===== src/rtl/seq_det_pkg.sv =====
// Shared types and constants for the parametrised serial pattern detector.
// Defaults reproduce the legacy fixed "1101" detector.
package seq_det_pkg;

    localparam int         DEF_MAX_LEN = 8;
    localparam int         DEF_CNT_W   = 16;
    localparam logic [7:0] DEF_PAT     = 8'b0000_1101;
    localparam int         DEF_LEN     = 4;

    typedef enum logic {
        OVL_OFF = 1'b0,
        OVL_ON  = 1'b1
    } ovl_mode_e;

    // Bits needed to hold a length in the range 0..max_len inclusive.
    function automatic int len_width(input int max_len);
        return $clog2(max_len + 1);
    endfunction

    function automatic int clamp_len(input int len, input int max_len);
        return (len > max_len) ? max_len : len;
    endfunction

endpackage


===== src/rtl/seq_det_param_sat_counter.sv =====
// Saturating up-counter with a synchronous clear that overrides increment.
module sat_counter #(
    parameter int W = 16
) (
    input  logic         clk,
    input  logic         rst_n,
    input  logic         inc_i,
    input  logic         clr_i,
    output logic [W-1:0] cnt_o,
    output logic         sat_o
);

    logic [W-1:0] cnt_q;
    logic [W-1:0] cnt_d;

    always_comb begin
        cnt_d = cnt_q;
        if (clr_i) begin
            cnt_d = '0;
        end else if (inc_i && !sat_o) begin
            cnt_d = cnt_q + W'(1);
        end
    end

    always_ff @(posedge clk or negedge rst_n) begin
        if (!rst_n) begin
            cnt_q <= '0;
        end else begin
            cnt_q <= cnt_d;
        end
    end

    assign sat_o = (cnt_q == '1);
    assign cnt_o = cnt_q;

endmodule


===== src/rtl/seq_det_param.sv =====
// Runtime-programmable serial pattern detector with a valid qualifier,
// overlap / non-overlap matching and a saturating hit counter.
module seq_det_param
    import seq_det_pkg::*;
#(
    parameter int                 MAX_LEN = DEF_MAX_LEN,
    parameter int                 CNT_W   = DEF_CNT_W,
    parameter logic [MAX_LEN-1:0] RST_PAT = MAX_LEN'(DEF_PAT),
    parameter int                 RST_LEN = DEF_LEN,
    parameter bit                 RST_OVL = 1'b1
) (
    input  logic                           clk,
    input  logic                           rst_n,
    input  logic                           din_vld,
    input  logic                           din,
    input  logic                           cfg_load,
    input  logic [MAX_LEN-1:0]             cfg_pat,
    input  logic [$clog2(MAX_LEN+1)-1:0]   cfg_len,
    input  logic                           cfg_ovl,
    input  logic                           clr,
    output logic                           hit,
    output logic [CNT_W-1:0]               hit_cnt
);

    localparam int                LEN_W     = len_width(MAX_LEN);
    localparam logic [LEN_W-1:0]  MAX_LEN_C = LEN_W'(MAX_LEN);
    localparam logic [LEN_W-1:0]  RST_LEN_C = LEN_W'(clamp_len(RST_LEN, MAX_LEN));
    localparam ovl_mode_e         RST_OVL_C = RST_OVL ? OVL_ON : OVL_OFF;

    logic [MAX_LEN-1:0] hist_q, hist_d;
    logic [LEN_W-1:0]   fill_q, fill_d;
    logic               fresh_q, fresh_d;
    logic               hit_q, hit_d;
    logic [MAX_LEN-1:0] pat_q, pat_d;
    logic [LEN_W-1:0]   len_q, len_d;
    ovl_mode_e          ovl_q, ovl_d;

    logic [MAX_LEN-1:0] len_mask;
    logic [LEN_W-1:0]   fill_inc;
    logic [LEN_W-1:0]   cfg_len_clamped;
    logic               match;
    logic               cnt_inc;
    logic               cnt_sat;

    // Bits at or above the programmed length never take part in the compare.
    generate
        for (genvar gi = 0; gi < MAX_LEN; gi++) begin : g_mask
            assign len_mask[gi] = (LEN_W'(gi) < len_q);
        end
    endgenerate

    assign match = fresh_q
                && (len_q != '0)
                && (fill_q >= len_q)
                && (((hist_q ^ pat_q) & len_mask) == '0);

    assign fill_inc        = (fill_q == MAX_LEN_C) ? fill_q : fill_q + LEN_W'(1);
    assign cfg_len_clamped = (cfg_len > MAX_LEN_C) ? MAX_LEN_C : cfg_len;

    always_comb begin
        hist_d  = hist_q;
        fill_d  = fill_q;
        fresh_d = 1'b0;
        hit_d   = 1'b0;
        pat_d   = pat_q;
        len_d   = len_q;
        ovl_d   = ovl_q;

        if (cfg_load) begin
            // New configuration: restart the search and drop this edge's bit.
            pat_d  = cfg_pat;
            len_d  = cfg_len_clamped;
            ovl_d  = cfg_ovl ? OVL_ON : OVL_OFF;
            fill_d = '0;
        end else begin
            hit_d = match;
            if (din_vld) begin
                hist_d  = {hist_q[MAX_LEN-2:0], din};
                fill_d  = fill_inc;
                fresh_d = 1'b1;
            end
            // Non-overlap: the matched bits are consumed, only a bit arriving
            // on the match edge counts toward the next pattern.
            if (match && (ovl_q == OVL_OFF)) begin
                fill_d = din_vld ? LEN_W'(1) : '0;
            end
        end
    end

    always_ff @(posedge clk or negedge rst_n) begin
        if (!rst_n) begin
            hist_q  <= '0;
            fill_q  <= '0;
            fresh_q <= 1'b0;
            hit_q   <= 1'b0;
            pat_q   <= RST_PAT;
            len_q   <= RST_LEN_C;
            ovl_q   <= RST_OVL_C;
        end else begin
            hist_q  <= hist_d;
            fill_q  <= fill_d;
            fresh_q <= fresh_d;
            hit_q   <= hit_d;
            pat_q   <= pat_d;
            len_q   <= len_d;
            ovl_q   <= ovl_d;
        end
    end

    assign cnt_inc = match && !cfg_load;

    sat_counter #(
        .W (CNT_W)
    ) u_hit_cnt (
        .clk   (clk),
        .rst_n (rst_n),
        .inc_i (cnt_inc),
        .clr_i (clr),
        .cnt_o (hit_cnt),
        .sat_o (cnt_sat)
    );

    assign hit = hit_q;

    logic unused_ok;
    assign unused_ok = cnt_sat;

endmodule


===== config.mk =====
export PLATFORM = sky130hd
export DESIGN_NAME = seq_det_param
export DESIGN_NICKNAME = d
export VERILOG_FILES = /design/src/rtl/seq_det_pkg.sv /design/src/rtl/seq_det_param_sat_counter.sv /design/src/rtl/seq_det_param.sv
export SDC_FILE = /design/constraint.sdc
export NUM_CORES = 1
export LEC_CHECK = 0
export ABC_AREA = 1
export CAP_MARGIN = 40
export CORE_UTILIZATION = 25
export DETAILED_ROUTE_END_ITERATION = 10
export PLACE_DENSITY = 0.43
export SYNTH_ARGS = -nofsm -noshare
export SYNTH_HDL_FRONTEND = slang
export SYNTH_SLANG_ARGS = --single-unit
export TNS_END_PERCENT = 20

===== constraint.sdc =====
create_clock -name clk -period 1.72 [get_ports clk]
set_clock_uncertainty 0.15 [all_clocks]
set_input_delay 0.344 -clock clk [delete_from_list [all_inputs] [get_ports clk]]
set_output_delay 0.344 -clock clk [all_outputs]
set_load 0.02 [all_outputs]

Word level (Yosys, flattened, before mapping)
Cells that the tools add are included.
Widths: inputs -> output; s select.

cells by class
  $add $sub $neg = 2
  magnitude comparators = 10
  eq/ne operators = 3
  muxes and demuxes = 12
  bitwise logic cells = 4
  reductions and logical operators = 14

operators by type and width
  operator               number
  $mux 16                2
  $mux 4                 5
  $add 16x1->16 const B  1
  $eq 16x16->1 const B   1
  $lt 3x4->1 const A     4
  $and 8x8->8            1
  $logic_not 8->1        1
  $lt 1x4->1 const A     2
  $lt 2x4->1 const A     2
  $xor 8x8->8            1
  $logic_and 1x1->1      6
  $mux 1                 5
  $add 4x1->4 const B    1
  $eq 4x4->1 const B     1
  $ge 4x4->1             1
  $gt 4x4->1 const B     1
  $reduce_and 2->1       2
  $reduce_bool 4->1      1
  $ne 3x2->1 const B     1
  $reduce_bool 3->1      1
  $logic_not 1->1        2
  $not 1->1              2
  $reduce_bool 2->1      1

storage, ports and cells
  register bits after elaboration = 43
  input port bits = 19
  output and inout bits = 17

Longest topological paths before layout
  depth after elaboration = 8
  mapped depth = 15
  mapped depth without buffers = 14

By module
A second synthesis with hierarchy kept.

unflattened totals
  cells, all modules = 339
  area total of the unflattened synthesis = 2,511.2 sq um

modules (own cells, without submodules)
  module         instances  cells each  area an instance (sq um)  seq. area each (sq um)
  seq_det_param  1          185         1,467.7                   681.9
  sat_counter    1          154         1,043.5                   400.4

Worst setup path after synthesis
Ideal clock, no wire load.

  path kind = register -> register
  from = register u_hit_cnt.cnt_q[0], in the netlist u_hit_cnt.cnt_o[0]
  to = register u_hit_cnt.cnt_q[2], in the netlist u_hit_cnt.cnt_o[2]
  setup time = 0.118 ns
  data arrival time = 1.747 ns
  data required time = 1.452 ns
  slack = -0.296 ns
  stages on the path, launching flop included = 12
  path buffers = 1
  cells stage by stage = dfrtp_1 -> ha_1 -> nand3_2 -> nor2_4 -> nand2_2 -> nor3_2 -> nand3_2 -> nand3_2 -> nand2_4 -> buf_6 -> nand2_1 -> o21ai_2

between the ends
  cells in the longest elaborated chain, start to end = 4
  elaborated cells on any way between the ends = 7
  classes of those cells = add/sub: 1; eq/ne: 1; mux: 2; reduce/logical: 3

ends and longest elaborated chain
  item                                                   line                             RTL
  start: declaration                                     seq_det_param_sat_counter.sv:13  logic [W-1:0] cnt_q;
  start signal: assignment                               seq_det_param_sat_counter.sv:29  cnt_q <= cnt_d;
  branches (longest 4 deep; another with $add 16x1->16)  --

Parallel ways; which one is timed is not known. The select of a mux whose other input is x is not followed.
A chain may end at the register's enable or synchronous reset.

Worst setup path after layout
  from = register len_q[2]
  to = register u_hit_cnt.cnt_q[2], in the netlist u_hit_cnt.cnt_o[2]

between the ends
  cells in the longest elaborated chain, start to end = 7
  elaborated cells on any way between the ends = 18
  classes of those cells = order compare: 9; bitwise: 1; reduce/logical: 8

ends and longest elaborated chain
  item                                                         line                                      RTL
  start: declaration                                           seq_det_param.sv:35                       logic [LEN_W-1:0] len_q, len_d;
  start signal: assignment                                     seq_det_param.sv:105                      len_q <= len_d;
  $lt 1x4->1, or another cell as far along                     seq_det_param.sv:48                       assign len_mask[gi] = (LEN_W'(gi) < len_q);
  $and 8x8->8 / $logic_and 1x1->1 (equally long branches)      seq_det_param.sv:55, seq_det_param.sv:53
  $logic_not 8->1 / $logic_and 1x1->1 (equally long branches)  seq_det_param.sv:55, seq_det_param.sv:54
  $logic_and 1x1->1 (*)                                        seq_det_param.sv:55                       && (((hist_q ^ pat_q) & len_mask) == '0);
  $logic_and 1x1->1 (*)                                        seq_det_param.sv:110                      assign cnt_inc = match && !cfg_load;
  $logic_and 1x1->1 (*)                                        seq_det_param_sat_counter.sv:20           end else if (inc_i && !sat_o) begin
  $reduce_bool 2->1 (no line) (*)                              --

Mark *: on every way between the ends. The rest lies on a longest branch, timed or not.

==> summary.txt <==
Min path
  – Hold Crit Class: in2async

Critical path
  – WP data required: 1760 ps
  – Arr. time, crit path: 2000 ps
  – Register-to-Register Path Depth: 12
  – Slowest stage cell, crit path: dfstp_2
  – Setup CP Type: reg2reg
  – R2R Path Start: len_q[2]
  – CP most frequent cell: nand2_2
  – CP delay by family, top: flip-flops
  – WP buf/inv: 3
  – FF-to-FF setup slack: -240 ps
  – Reg-to-reg endpoint: u_hit_cnt.cnt_o[2]
  – Cell Chain, Critical Path: inv_4 -> ha_4 -> nand2_2 -> inv_2 -> nand2_2 -> nand2_2 -> nand2_2 -> nor2_4 -> nand3_4 -> buf_12 -> nand2_4 -> o21ai_2
  – Critical Path End Type: flop
  – Slowest Stage Delay on Critical Path: 580 ps
  – CP Launch Type: flop
  – CP Max Fanout: 5

STA
  – Final Hold Vio Count: 0
  – RSZ-0062 raised after global routing: yes
  – Worst-Margin Slew: 635 ps
  – Final critical-path share of the clock period: 114%
  – Worst rel slew slack: 57.6%
  – Final worst path period need: 1960 ps
  – FMAX: 0.510 GHz
  – Pins Over Slew Limit: 0
  – Final Setup Violations: 20
  – Worst setup margin: -239 ps

Yosys
  – Main synth FF type: dfrtp_1
  – Register area share after synthesis: 44.3%
  – Largest cells by area after synthesis: dfrtp_1 (39%), nand2_1 (16%), inv_1 (5.5%)
  – Synth Area in Adders: 3.58%
  – Main combinational cell family by area after synthesis: simple AND/OR/NAND/NOR gates
  – #FFs+latches synth: 43
  – Post-synthesis cell count: 323
  – Syn_area_per_cell: 7.57 sq um
  – Post-synth ARST share: 100%
  – Compound-Gate Fraction of Synth Area: 7.27%
  – Top post-synthesis cells by count: nand2_1 (106), dfrtp_1 (38), inv_1 (36)
  – Post-Synth Simple-Gate Area: ~32%
  – Synth unique cells: 26
  – Post-synth EDFFs: 0
  – Synth Area in XOR/XNOR: under 10%
  – Yosys synthesis warning count: 0
  – Post-Syn Area: 2440 sq um
  – Count leader, synth: nand2_1
  – Mapped Nets: 349
  – Biggest area consumer among synthesized cells: dfrtp_1
  – Synth top area share: 38.9%
  – Mux cell area share after synthesis: 0%

Placed design
  – Port Buffers: 35
  – DP HPWL: 4690 um
  – Cells after DPL: 522
  – Routability cong.: 0.751
  – Place WS: -264 ps

Cells and area
  – Fin util: 38.8%
  – N_diodes: 0
  – Final nets: 437
  – Fill count: 1006
  – Layout cell share with drive strength beyond 1: 27.4%
  – Register Area: 1090 sq um
  – Area occupied by multi-input gates: approximately 1400 sq um
  – Non-Filler Instances: about 540
  – Area grow syn2layout: 48.7%

CTS
  – Clock transition at path regs: 90 ps
  – TritonCTS clock tree: done
  – H-tree depth: 2
  – Clock latency on the worst-skew pair: 300 ps
  – Clk buf depth: 2
  – CTS Sinks: 43
  – Root Buffer: clkbuf_8
  – CTS Buf Count: 5

Global route
  – First-pass GRT wire length: 10700 um
  – Largest net degree at the start of global routing: 33
  – Met1 Use GR: around 17%
  – Initial antenna violation count: 0
  – Met3 usage: 2.43%
  – Most Crowded Layer GR: met2
  – Global-route total usage across every layer: a little over an eighth
  – Total gr overflow: 0
  – Vias in the first global route: 2201
  – GRT met2 Usage: a little under a quarter

Power
  – Clock power share: approximately 34%
  – Worst ir drop on vdd: 0.000278 V
  – Comb power frac: 19.1%
  – LEAKAGE: 1.72 nW
  – Switching share of power: 27.8%
  – P per Cell Area: 674 nW/um^2
  – Flop pwr share: 46.5%
  – Total chip power: 2.45 mW
  – Net Switching: 0.681 mW
  – Power Internal: 1.77 mW

Routing
  – Antenna Violating Nets Remaining: 0
  – Vias: 2288
  – DRT Pass-1 Iters: 4
  – Wirelength, routed: around 6500 um
  – Routed WL per cell: 12.1 um
  – Vias/cell: 4.23
  – Residual DRC count: 0
  – Initial DRC Count: 51

Die
  – Core ar.: around 9400 sq um
  – Die Y: ~100 um
  – Starting Density: 26.1%
  – Row count: 35
  – Die area: between 10000 and 15000 sq um
  – I/O pin count: 36
  – Die width: 101 um

Run status
  – Failing checks: setup timing
  – Status: finished, violations left

Job
  – Max_cap viols: 0
## per-stage QoR
step                      instance area, sq um  hold slack, ps  setup TNS (ps)
after floorplan                           2470            -102           -2350
after global placement                    3270             126           -3890
after global routing                      3630             342           -6500
after detailed placement                  3270             125           -4510
final                                     3630             327           -4070
after CTS                                 3410             331           -4170
## layout by cell type, fill, tap and decap left out, types with 8 or more instances in the layout
master           instances
nand4_1                  8
nand2_1                 96
dfrtp_1                 35
clkdlybuf4s50_1         17
nand2_2                 11
nand3_2                  9
nor2_1                  29
o21ai_0                 18
xor2_1                  11
inv_1                   34
dlygate4sd2_1           14
nand3_1                 12
buf_4                   46
## cells by family after synthesis
family / count (synthesis)
compound gates: 31
xor+xnor: 14
fa+ha+maj: 7
buf+inv: 46
flops: 43
simple gates: 182
## flip-flops by register name (all words and copies together) (netlist names)
register         flops
u_hit_cnt.cnt_o     16
hist_q               8
pat_q                8
fill_q               4
len_q                4
fresh_q              1
hit                  1
ovl_q                1
## how the worst max path moves through the flow
stage / from / to / slack [ps] / cells after the start
floorplan: u_hit_cnt.cnt_o[0] / u_hit_cnt.cnt_o[2] / -160 / 11
global placement: len_q[2] / u_hit_cnt.cnt_o[6] / -230 / 12
detailed placement: len_q[2] / u_hit_cnt.cnt_o[4] / -260 / 12
CTS: len_q[2] / u_hit_cnt.cnt_o[14] / -240 / 12
global route: len_q[2] / u_hit_cnt.cnt_o[11] / -350 / 13
finish: len_q[2] / u_hit_cnt.cnt_o[2] / -240 / 12
## power by group through the flow
stage	clock (mW)	sequential (mW)	combinational [mW]
2_1_floorplan	0	1.15	0.219
3_3_place_gp	0	1.16	0.405
3_5_place_dp	0	1.16	0.407
4_1_cts	0.883	1.14	0.419
5_1_grt	0.906	1.15	0.539
6_report	0.842	1.14	0.469
## area by class of cell
cell class              count  area share (%)
well taps                 129            4.44
repair buffers             86            20.9
inverters                  38            3.99
multi-input cells         237            37.6
flip-flops and latches     43            29.9
clock inverters             2           0.964
clock buffers               6            2.27
## metal layers
metal,vias to the layer above,wire length (um)
met2,37,3270
met3,4,202
met4,0,47
met1,1042,3030
li1,1205,-
met5,-,0
## repair_timing
action	CTS	global route
hold endpoints to repair	11	0
resized for setup	21	35
gates cloned	0	3
pin swaps	2	19
hold buffers	1	0
endpoints found under the setup margin	37	24
setup buffers	1	6
No activity file was read; power rests on OpenSTA's default activity.
